===== src/rtl/fir_share_pkg.sv =====
// Shared types and helpers for the FIR time-sharing arbiter.
package fir_share_pkg;

    localparam int DEFAULT_NUM_CH = 4;
    localparam int CH_W           = $clog2(DEFAULT_NUM_CH);

    // Widest request vector the round-robin helper handles (NUM_CH is at most 8).
    localparam int MAX_CH   = 8;
    localparam int MAX_CH_W = 3;

    typedef logic [CH_W-1:0] chan_idx_t;

    typedef enum logic {
        IDLE   = 1'b0,
        LOCKED = 1'b1
    } arb_state_e;

    // First set bit of req at or after ptr, wrapping modulo n channels.
    function automatic logic [MAX_CH_W-1:0] rr_pick(
        input logic [MAX_CH-1:0]   req,
        input logic [MAX_CH_W-1:0] ptr,
        input int                  n
    );
        logic [MAX_CH_W-1:0] pick;
        logic                found;
        int                  idx;
        pick  = '0;
        found = 1'b0;
        for (int i = 0; i < MAX_CH; i++) begin
            idx = (int'(ptr) + i) % n;
            if (i < n && !found && req[idx[MAX_CH_W-1:0]]) begin
                pick  = idx[MAX_CH_W-1:0];
                found = 1'b1;
            end
        end
        return pick;
    endfunction

endpackage


===== src/rtl/fir_share_arbiter_tag_fifo.sv =====
// Tag FIFO: remembers the channel of every sample currently inside the FIR.
module fir_tag_fifo
    import fir_share_pkg::*;
#(
    parameter int W     = 2,
    parameter int DEPTH = 16
) (
    input  logic                       aclk,
    input  logic                       areset,
    input  logic                       push,
    input  logic [W-1:0]               push_data,
    input  logic                       pop,
    output logic [W-1:0]               pop_data,
    output logic                       full,
    output logic                       empty,
    output logic [$clog2(DEPTH):0]     count
);

    localparam int AW = $clog2(DEPTH);

    logic [W-1:0]  mem [DEPTH];
    logic [AW-1:0] wr_ptr;
    logic [AW-1:0] rd_ptr;
    logic          do_push;
    logic          do_pop;

    assign full     = (count == (AW+1)'(DEPTH));
    assign empty    = (count == '0);
    assign do_push  = push && !full;
    assign do_pop   = pop && !empty;
    assign pop_data = mem[rd_ptr];

    // Storage array: written on push only.
    // NOTE: the array has no reset; the occupancy counter alone decides which entries are meaningful.
    always_ff @(posedge aclk) begin
        if (do_push) begin
            mem[wr_ptr] <= push_data;
        end
    end

    // Pointers and occupancy; DEPTH is a power of two so pointers wrap on overflow.
    // NOTE: sequential state uses non-blocking assignments so every register samples pre-edge values.
    always_ff @(posedge aclk) begin
        if (areset) begin
            wr_ptr <= '0;
            rd_ptr <= '0;
            count  <= '0;
        end else begin
            if (do_push) wr_ptr <= wr_ptr + 1'b1;
            if (do_pop)  rd_ptr <= rd_ptr + 1'b1;
            case ({do_push, do_pop})
                2'b10:   count <= count + 1'b1;
                2'b01:   count <= count - 1'b1;
                default: count <= count;
            endcase
        end
    end

endmodule


===== src/rtl/fir_share_arbiter.sv =====
// Shares one FIR instance between NUM_CH sample streams: round-robin input
// arbitration with AXI-safe locking, tag tracking, and result steering.
module fir_share_arbiter
    import fir_share_pkg::*;
#(
    parameter int NUM_CH    = DEFAULT_NUM_CH,
    parameter int IN_W      = 16,
    parameter int OUT_W     = 32,
    parameter int TAG_DEPTH = 16
) (
    input  logic                          aclk,
    input  logic                          areset,
    input  logic [NUM_CH*IN_W-1:0]        s_tdata,
    input  logic [NUM_CH-1:0]             s_tvalid,
    output logic [NUM_CH-1:0]             s_tready,
    output logic [IN_W-1:0]               fir_s_tdata,
    output logic                          fir_s_tvalid,
    input  logic                          fir_s_tready,
    input  logic [OUT_W-1:0]              fir_m_tdata,
    input  logic                          fir_m_tvalid,
    output logic [OUT_W-1:0]              m_tdata,
    output logic [NUM_CH-1:0]             m_tvalid,
    output logic [$clog2(NUM_CH)-1:0]     m_tchan,
    output logic [$clog2(TAG_DEPTH):0]    in_flight,
    output logic                          err_underflow
);

    localparam int CW = $clog2(NUM_CH);

    arb_state_e    state;
    logic [CW-1:0] grant_q;
    logic [CW-1:0] ptr;
    logic [CW-1:0] idle_grant;
    logic [CW-1:0] active;
    logic [CW-1:0] head_tag;
    logic          tag_full;
    logic          tag_empty;
    logic          req_ok;
    logic          handshake;
    logic          pop;

    assign idle_grant   = CW'(rr_pick(MAX_CH'(s_tvalid), MAX_CH_W'(ptr), NUM_CH));
    // Full is judged on registered occupancy, so a same-cycle pop never frees a slot early.
    assign req_ok       = (|s_tvalid) && !tag_full;
    assign active       = (state == LOCKED) ? grant_q : idle_grant;
    assign fir_s_tvalid = !areset && ((state == LOCKED) || req_ok);
    assign fir_s_tdata  = s_tdata[int'(active)*IN_W +: IN_W];
    assign handshake    = fir_s_tvalid && fir_s_tready;
    assign pop          = fir_m_tvalid && !tag_empty;

    // Ready goes back only to the channel whose sample the FIR is taking this cycle.
    // NOTE: defaulting the whole vector first keeps this purely combinational (no latch).
    always_comb begin
        s_tready = '0;
        if (handshake) begin
            s_tready[active] = 1'b1;
        end
    end

    // Arbitration FSM: once valid is shown to the FIR, the grant is frozen until accepted.
    always_ff @(posedge aclk) begin
        if (areset) begin
            state   <= IDLE;
            grant_q <= '0;
            ptr     <= '0;
        end else begin
            case (state)
                IDLE: begin
                    if (req_ok && !fir_s_tready) begin
                        state   <= LOCKED;
                        grant_q <= idle_grant;
                    end
                end
                LOCKED: begin
                    if (fir_s_tready) begin
                        state <= IDLE;
                    end
                end
                default: state <= IDLE;
            endcase
            if (handshake) begin
                ptr <= (active == CW'(NUM_CH - 1)) ? '0 : active + 1'b1;
            end
        end
    end

    fir_tag_fifo #(
        .W     (CW),
        .DEPTH (TAG_DEPTH)
    ) u_tag_fifo (
        .aclk      (aclk),
        .areset    (areset),
        .push      (handshake),
        .push_data (active),
        .pop       (pop),
        .pop_data  (head_tag),
        .full      (tag_full),
        .empty     (tag_empty),
        .count     (in_flight)
    );

    // Result steering: one-cycle registered pulse to the tagged channel; orphan results are flagged.
    always_ff @(posedge aclk) begin
        if (areset) begin
            m_tvalid      <= '0;
            m_tdata       <= '0;
            m_tchan       <= '0;
            err_underflow <= 1'b0;
        end else begin
            m_tvalid <= '0;
            if (pop) begin
                m_tvalid <= NUM_CH'(1) << head_tag;
                m_tdata  <= fir_m_tdata;
                m_tchan  <= head_tag;
            end
            if (fir_m_tvalid && tag_empty) begin
                err_underflow <= 1'b1;
            end
        end
    end

endmodule

===== config.mk =====
export PLATFORM = sky130hd
export DESIGN_NAME = fir_share_arbiter
export DESIGN_NICKNAME = d
export VERILOG_FILES = /design/src/rtl/fir_share_pkg.sv /design/src/rtl/fir_share_arbiter_tag_fifo.sv /design/src/rtl/fir_share_arbiter.sv
export SDC_FILE = /design/constraint.sdc
export NUM_CORES = 1
export LEC_CHECK = 0
export BUFFER_PORTS_ARGS = -buffer_cell sky130_fd_sc_hd__clkbuf_2
export CORE_UTILIZATION = 55
export CTS_BUF_LIST = sky130_fd_sc_hd__clkbuf_2
export DETAILED_ROUTE_END_ITERATION = 10
export GPL_ROUTABILITY_DRIVEN = 0
export GPL_TIMING_DRIVEN = 0
export HOLD_SLACK_MARGIN = 0.15
export PLACE_DENSITY = 0.89
export SYNTH_ARGS = -nofsm -noshare
export SYNTH_HDL_FRONTEND = slang
export SYNTH_HIERARCHICAL = 1
export SYNTH_SLANG_ARGS = --single-unit

===== constraint.sdc =====
create_clock -name aclk -period 10.05 [get_ports aclk]
set_input_delay 2.01 -clock aclk [delete_from_list [all_inputs] [get_ports aclk]]
set_output_delay 2.01 -clock aclk [all_outputs]
set_load 0.02 [all_outputs]

==> results.md <==
- The via count of the first global-routing pass is 3845.
- Of the synthesized area, sequential elements account for 0.4851.
- In this run the power spent charging and discharging nets is 454.5 µW.
- The placeable core area is 7807 µm².
- The routing usage on met2 is 0.5037.
- The share of total power dissipated in sequential elements is 0.429.
- The final worst-path cycle share is 0.5705.
- The proportion of power drawn by combinational gates is 0.401.
- Measured along the y axis, the die boundary spans 92.44 µm.
- The tree is rooted in a clkbuf_2.
- Setup repair after global routing left no endpoint under its margin.
- The placed wire-length estimate is 8.736 mm.
- The starting DRC count in detailed routing is 125.
- CTS built an H-tree with a depth of 3.
- The most heavily used metal layer in global routing is met2.
- The met3 track utilization from global routing is 0.02956.
- The repair_antennas step left the layout with diodes totalling 0.
- In the post-route analysis, the smallest setup slack over all paths is 4316 ps.
- On the final layout, the worst clock skew is 42.34 ps.
- The post-route setup TNS is 0 ps.
- Of the total power, the clock network draws 0.171.
- After clock tree synthesis, the clock-pin slew on the worst setup and hold paths is 270 ps.
- The aggregate global-route resource usage is 0.2646.
- The flow ran to the end, and the final reports show no timing, DRC or antenna violations.
- Among all flip-flop cells after synthesis, the most frequent one is dfxtp_1.
- The worst setup path is of the primary input to output pin kind.
- The clock period could shrink to 5734 ps.
- The residual antenna-violating net count after detailed routing is 0.
- The number of clock sinks seen by CTS is 93.
- The cell depth of the worst min-delay path is 2.
- The switching portion of total power is 0.4120.
- The cell area after technology mapping is 4498 µm².
- The number of nets in the synthesized netlist is 554.
- The pre-antenna-repair detailed-routing pass consisted of 4 iterations.
- The number of instances resized during post-cts repair is 0.
- Cell internal power was estimated by the tool at 648.6 µW.
- At the worst endpoint, the required time is 8040 ps.
- The first global-routing pass estimated 17.53 mm of wire.
- The number of pins exceeding their max-slew limit in the final report came to 0.
- In this run, synthesis inferred 32 flip-flops with an integrated enable.
- The largest buffer count on any clock path is 2.
- At the end of the flow, the number of nets in the layout was 733.
- The leakage dissipation is 2.466 nW.
- VDD sags by at most 0.09709 mV.
- The power per unit of standard cell area is 197.3 nW/µm².
- The count of buffers added on input and output ports is 168.
- Of the post-synthesis cell area, the dominant cell type holds 0.2715.
- The peak fanout along the critical path is 18.
- The latest clock arrival within the worst-skew pair is 600 ps.
- Of all flip-flops after synthesis, the portion carrying an async set or reset was 0.
- The routed layout has 3919 vias.
- The largest area contributor in the netlist is dfxtp_1.
- The count of pins on the block boundary is 169.
- The worst setup path is launched from a primary input.
- The number of remaining DRC errors is 0.
- Clock tree synthesis inserted a total of 9 buffers.
- The Yosys step of the flow raised 6 warnings.
- The maximum number of pins on one net before global-route repair is 26.
- The final-layout worst hold slack is 473.7 ps.
- The setup violation total in the final timing report is 0.
- The number of antenna violations at the first check in global routing is 0.
- The vias per cell is 5.383.
- The die area is 8544 µm².
- By area the synthesized netlist is led by dfxtp_1 27%, edfxtp_1 21%, mux2i_1 12%, nand2_1 6.8%, a21oi_1 4.5%.
- Measured in cells, the most critical reg-to-reg path has a length of 15.
- The growth of design area from synthesis to finish is 24.28%.
- After synthesis, the netlist uses 59 different library cells.
- The count of hold buffers inserted by post-cts repair is 0.
- The placed instances occupy a cell area of 5466 µm².
- After detailed routing, the average wire length per cell comes to 15.28 µm.
- The initial utilization of the core area, before any placement, comes to 0.5761.
- The total overflow reported by the global router is 0.
- The average cell area after synthesis is 10.18 µm².
- Of the cells placed in the final design, the portion with a size suffix greater than 1 is 0.3403.
- The sum of routed wire length over all layers is 11.12 mm.
- Data arrives at the worst endpoint at 3720 ps.
- At the pin with the least slew margin, the transition time is 683.0 ps.
- The number of max-capacitance violations reported is 0.
- The hold violation total from the final report is 0.
- The worst slew slack as a fraction of its limit is 0.5447.
- After layout, the design draws a total of 1.103 mW.
- The met1 usage in global routing is 0.2861.
- The initialized floorplan defines 32 standard-cell rows.
- At the placement stage, the worst setup path has a slack of 4306 ps.
- The area of all placed cells without fillers is 5590 µm².
- For this run, the top clock speed supported by timing is 0.1744 GHz.
- In this run the post-CTS setup repair buffer count came out at 0.
- Synthesis handed over a netlist of 442 instances.
- Yosys instantiated no cell more often than nand2_1.
- The min-delay analysis places its worst path in the category flop to flop.
- By count the netlist is led by 81 x nand2_1, 61 x dfxtp_1, 55 x mux2i_1.
- The endpoint type of the worst setup path is an output pin.
- From left edge to right edge, the die measures 92.44 µm.
- The clock tree from TritonCTS is built.
- The synthesized flop and latch total is 93.
## registers in the layout, indices dropped and copies added, names as in the netlist, named ones only
name / cells
u_tag_fifo/rd_ptr: 4
ptr: 2
u_tag_fifo/wr_ptr: 4
m_tdata: 32
err_underflow: 1
m_tchan: 2
grant_q: 2
u_tag_fifo/mem: 32
m_tvalid: 4
state: 1
u_tag_fifo/count: 5
## per-stage QoR
step / utilization / instances
2_1_floorplan: - / 442
3_3_place_gp: 0.7002 / 712
3_5_place_dp: 0.7002 / 712
4_1_cts: 0.7160 / 728
5_1_grt: 0.7160 / 728
6_report: 0.7160 / 728
## path summary, 6_finish.rpt
check	slack (ps)	startpoint	end
max reg2reg	6230	u_tag_fifo/count[1]	u_tag_fifo/count[2]
max	4320	s_tvalid[2]	s_tready[3]
min	470	m_tdata[21]	m_tdata[21]
min reg2reg	470	m_tdata[21]	m_tdata[21]
## worst max-delay path, stage by stage
cell	delay (ps)
clkbuf_2	110
nor2b_1	130
a221o_1	330
and2_4	150
a21oi_2	130
buf_6	180
inv_1	250
and3_1	260
clkbuf_2	160
## cells by family (layout without fill, tap and decap cells)
| logic type | count (synthesis) | count (layout) | synth area share |
|---|---|---|---|
| flops | 93 | 93 | 0.4851 |
| xor+xnor | 7 | 7 | 0.01363 |
| buf+inv | 40 | 224 | 0.04868 |
| mux | 64 | 64 | 0.1650 |
| fa+ha+maj | 8 | 8 | 0.02225 |
| simple gates | 160 | 160 | 0.1638 |
| compound gates | 70 | 70 | 0.1015 |
## cell usage in the layout (no fill, tap or decap), types with 3 or more instances in the layout
master	n
o21ai_0	3
clkbuf_1	16
nand2b_1	4
buf_2	3
a21oi_1	40
nor3_1	9
nor2b_1	6
xor2_1	6
buf_6	6
mux2i_1	55
nand2_1	81
nor2_1	36
o211ai_1	4
o21a_1	3
ha_1	8
edfxtp_1	32
mux4_2	8
dfxtp_1	61
or4_1	4
inv_1	11
clkbuf_2	177
## cell type report
class | count | area [µm²]
Inverter | 12 | 45.04
Buffer | 28 | 173.9
Tap cell | 102 | 127.6
Multi-Input combinational cell | 309 | 2097
Clock inverter | 7 | 78.83
Clock buffer | 9 | 45.04
Timing Repair Buffer | 168 | 840.8
Sequential cell | 93 | 2182
Fill cell | 584 | 2217
## power by group through the flow
stage | logic [mW] | clock network, mW | registers (mW)
6_report | 0.442 | 0.188 | 0.473
5_1_grt | 0.482 | 0.201 | 0.479
4_1_cts | 0.443 | 0.188 | 0.473
3_5_place_dp | 0.441 | 0 | 0.481
3_3_place_gp | 0.425 | 0 | 0.477
2_1_floorplan | 0.257 | 0 | 0.526
## layer usage
layer,share of wire,vias to the layer above
met5,0,-
met4,0.030,0
met3,0.041,23
met2,0.55,145
met1,0.38,1823
li1,-,1928
No activity file was read; power rests on OpenSTA's default activity.
